`src/rtl/filter_test_24.sv`:
```
// rtl/filter_test_24.sv - 24-tap antisymmetric FIR differentiator, Q8 in/out, saturating
module filter_test_24 (
  input  logic               clk,
  input  logic               reset,
  input  logic               clk_enable,
  input  logic signed [15:0] Input1,
  output logic signed [15:0] Output1
);

  localparam int NTAPS = 24;
  localparam int HALF  = NTAPS / 2;
  localparam int AW    = 37;

  // First half of the impulse response, sfix16_En14 held in 17 bits so the
  // pre-subtracted 17-bit sample pairs multiply without extra casts.
  // The second half is the negated mirror: h[23-k] = -h[k].
  localparam logic signed [16:0] H [0:HALF-1] = '{
    17'sd39,    -17'sd47,   17'sd58,    -17'sd72,
    17'sd93,    -17'sd123,  17'sd172,   -17'sd258,
    17'sd426,   -17'sd834,  17'sd2318,  -17'sd20861
  };

  logic signed [15:0]   dly   [1:NTAPS-1];
  logic signed [15:0]   taps  [0:NTAPS-1];
  logic signed [16:0]   pre;
  logic signed [32:0]   prod;
  logic signed [AW-1:0] acc;
  logic signed [AW-1:0] shifted;
  logic signed [15:0]   sat;

  // Tap vector: current sample used combinationally, older ones from the delay line
  always_comb begin
    taps[0] = Input1;
    for (int k = 1; k < NTAPS; k++) begin
      taps[k] = dly[k];
    end
  end

  // Folded MAC: x[n-k] - x[n-23+k] times h[k]; exact, identical to the direct form
  always_comb begin
    pre  = '0;
    prod = '0;
    acc  = '0;
    for (int k = 0; k < HALF; k++) begin
      pre  = {taps[k][15], taps[k]} - {taps[NTAPS-1-k][15], taps[NTAPS-1-k]};
      prod = pre * H[k];
      acc  = acc + {{(AW-33){prod[32]}}, prod};
    end
  end

  // En22 -> En8 by flooring shift, then clamp to the 16-bit range
  always_comb begin
    shifted = acc >>> 14;
    if (shifted > 37'sd32767) begin
      sat = 16'sh7FFF;
    end else if (shifted < -37'sd32768) begin
      sat = 16'sh8000;
    end else begin
      sat = shifted[15:0];
    end
  end

  // Delay line and output register advance only on enabled edges
  always_ff @(posedge clk or negedge reset) begin
    if (!reset) begin
      for (int k = 1; k < NTAPS; k++) begin
        dly[k] <= '0;
      end
      Output1 <= '0;
    end else if (clk_enable) begin
      dly[1] <= Input1;
      for (int k = 2; k < NTAPS; k++) begin
        dly[k] <= dly[k-1];
      end
      Output1 <= sat;
    end
  end

endmodule

```
`config.mk`:
```
export PLATFORM = sky130hd
export DESIGN_NAME = filter_test_24
export DESIGN_NICKNAME = d
export VERILOG_FILES = /design/src/rtl/filter_test_24.sv
export SDC_FILE = /design/constraint.sdc
export NUM_CORES = 2
export LEC_CHECK = 0
export CAP_MARGIN = 15
export CORE_MARGIN = 3
export CORE_UTILIZATION = 52
export CTS_CLUSTER_SIZE = 10
export DETAILED_ROUTE_END_ITERATION = 7
export MAX_ROUTING_LAYER = met4
export PLACE_DENSITY_LB_ADDON = 0.05
export SLEW_MARGIN = 20
export SYNTH_ARGS = -nofsm -noshare
export SYNTH_HDL_FRONTEND = slang
export SYNTH_SLANG_ARGS = --single-unit
```
`constraint.sdc`:
```
create_clock -name clk -period 14.93 [get_ports clk]
set_input_delay 3.7325 -clock clk [delete_from_list [all_inputs] [get_ports clk]]
set_output_delay 3.7325 -clock clk [all_outputs]
set_load 0.01 [all_outputs]
```
==> impl_metrics.toml <==
[worst_hold_path]
worstHoldStart = "dly[79]"
worstHoldPathCells = 2
hold_path.class = "flop to flop"
whs_endpoint = "dly[63]"

[layout]
fillers = 11000
drive_gt1_share_pct = 7.84
synthToLayoutAreaGrowth_pct = 8.20
nets = 8794

[sta]
fin_setup_tns_ns = 0
clock_skew_ns = 0.0318
finalCritPeriodShare_pct = 95.8
relSlewSlack_pct = 25.5
hold_viol_final = 0
max_freq_ghz = 0.0699
worstMarginPinSlew_ns = 1.11
setup_viol = 0
period_minus_slack_ns = 14.31
maxSlewViolCount = 0

[yosys]
synth_edf_count = 0
ys_seq_elements = 384
synth_fp_nets = 8648
synth_top_area_share_pct = 29.1
netlist_area_mm2 = 0.0643
synth_flop_cell = "dfrtp_1"
synth_top_cells_by_area = "fa_1, ha_1, dfrtp_1, inv_1, xnor2_1"
synth_top_family_by_area = "adder cells"
yosys_warnings = 0
yosys-top-cells-count = "inv_1, ha_1, fa_1"
synth_cells = 6588
synthXorXnorAreaFrac_pct = 5.42
async_flop_share_pct = 100
synthAdderAreaFrac_pct = 50.8
synth.distinct_cells = 90
synth_most_common_cell = "inv_1"
synth-compound-area-share_pct = 8.58
syn_avg_cell_area_um2 = 9.76
seq_area_frac_synth_pct = 14.9
synth_simple_gate_area_share_pct = 6.35
synth.largest_area_cell = "fa_1"
synth_mux_area_share_pct = 3.24

[floorplanning]
die_area_mm2 = 0.128
dieHeight_um = 358
die_width_um = 358
core_area_mm2 = 0.122
ios = 35
start_util_pct = 52.6
num_rows = 128

[critical_path]
crit_slowest_cell = "fa_1"
required_ns = 15.46
cpPeakStageDelay_ns = 0.55
end_kind = "flop"
crit_top_cell = "fa_1"
r2r_start = "dly[145]"
worstSetupPathType = "primary input to flop"
regToRegEndpoint = "Output1[1]"
start_kind = "primary input"
reg2regPathDepth = 54
reg2reg_setup_slack_ns = 0.65
cp.arrival_ns = 14.84
crit_fanout = 15

[clock_network]
cts.htree.levels = 2
cts_root_buffer = "clkbuf_16"
clkSinkCount = 384
clk_latency_ns = 0.64
cts_buffer_depth = 3
ctsHoldBuffers = 0
cts_buffers = 49
clkTransAtPathRegs_ns = 0.05
cts_tree = "done"

[status]
outcome = "completed"

[drt]
post_drt_wl_per_cell_um = 20.7
postRouteWirelength_mm = 174
drt-initial-drc-count = 2391
vias_per_cell = 5.21
vias = 43700
firstDrtPassIters = 5
drc_errors = 0
ant_nets = 0

[grt]
antenna_found_initial = 4
grt_max_degree = 184
grt_pass1_vias = 45800
grt_pass1_wl_mm = 270
gr-total-overflow = 0
track_usage_pct = 28.9

[placement]
globalplace.congestion = 0.946
dp_hpwl_mm = 152
portBuffers = 34

[run]
drv_cap = 0
-- cells by family after synthesis --
| logic type | Yosys count |
|---|---|
| xor gates and xnor gates | 395 |
| AOI/OAI and AO/OA | 869 |
| buffers and inverters | 1823 |
| adders and majority gates | 2051 |
| muxes | 185 |
| DFF | 384 |
| and+or+nand+nor | 881 |
-- worst max-delay path by stage --
stage,startpoint,to,slack (ns),depth (start not counted)
floorplan,Input1[0],Output1[5],0.31,44
global placement,Input1[1],Output1[2],-0.07,42
detailed placement,Input1[1],Output1[11],-0.34,42
CTS,dly[144],Output1[1],0.01,60
global route,dly[145],Output1[1],-0.05,61
finish,Input1[0],Output1[1],0.62,46
-- cell usage in the layout (no fill, tap or decap), types with 142 or more instances in the layout --
| master | count |
|---|---|
| a21oi_1 | 193 |
| buf_4 | 142 |
| dfrtp_1 | 384 |
| fa_1 | 930 |
| ha_1 | 1097 |
| inv_1 | 1730 |
| mux2_2 | 181 |
| nand2_1 | 325 |
| nor2_1 | 186 |
| o21ai_0 | 287 |
| xnor2_1 | 250 |
-- worst max-delay path, delay by kind of cell --
family | cells | cell delay (ns)
AOI/OAI and AO/OA | 19 | 3.83
adders and majority gates | 12 | 5.35
buffers and inverters | 10 | 1.20
muxes | 1 | 0.35
and+or+nand+nor | 4 | 0.36
-- area by class of cell --
cell class / instances / area [um2] / area share [%]
clock buffers: 60 / 1320 / 1.89
well taps: 1625 / 2030 / 2.92
multi-input cells: 4381 / 48400 / 69.5
repair buffers: 181 / 1510 / 2.17
flip-flops and latches: 384 / 9610 / 13.8
inverters: 1737 / 6520 / 9.37
diodes: 4 / 10.0 / 0.0144
clock inverters: 13 / 199 / 0.286
-- registers in the layout (all words and copies together), names as in the netlist --
| name | count |
|---|---|
| Output1 | 16 |
| dly | 368 |
-- metrics by stage --
stage / hold slack, ns / util [%] / cell area, um2 / worst slack, ns / instances
global route: 0.501 / 56.9 / 69600 / -0.0493 / 8384
global placement: 0.455 / 55.1 / 67400 / -0.0694 / 8291
finish: 0.477 / 56.9 / 69600 / 0.622 / 8385
detailed placement: 0.465 / 55.1 / 67400 / -0.335 / 8291
CTS: 0.475 / 56.4 / 68900 / 0.0124 / 8368
floorplan: 0.450 / - / 64300 / 0.310 / 6588
-- per-layer routing --
metal  wire length [um]  GRT usage (%)
met5                  0              -
met1              79800           39.4
met3               6540           2.58
met4               4100           5.95
met2              83200           47.4
-- what timing repair did --
item	CTS	global route
resized for setup	2	117
buffers inserted	4	13
pin swaps	2	25
endpoints found under the setup margin	15	16
Power is not shown: default switching activity piles up to over one toggle a cycle in this logic, so the estimate is an artifact.
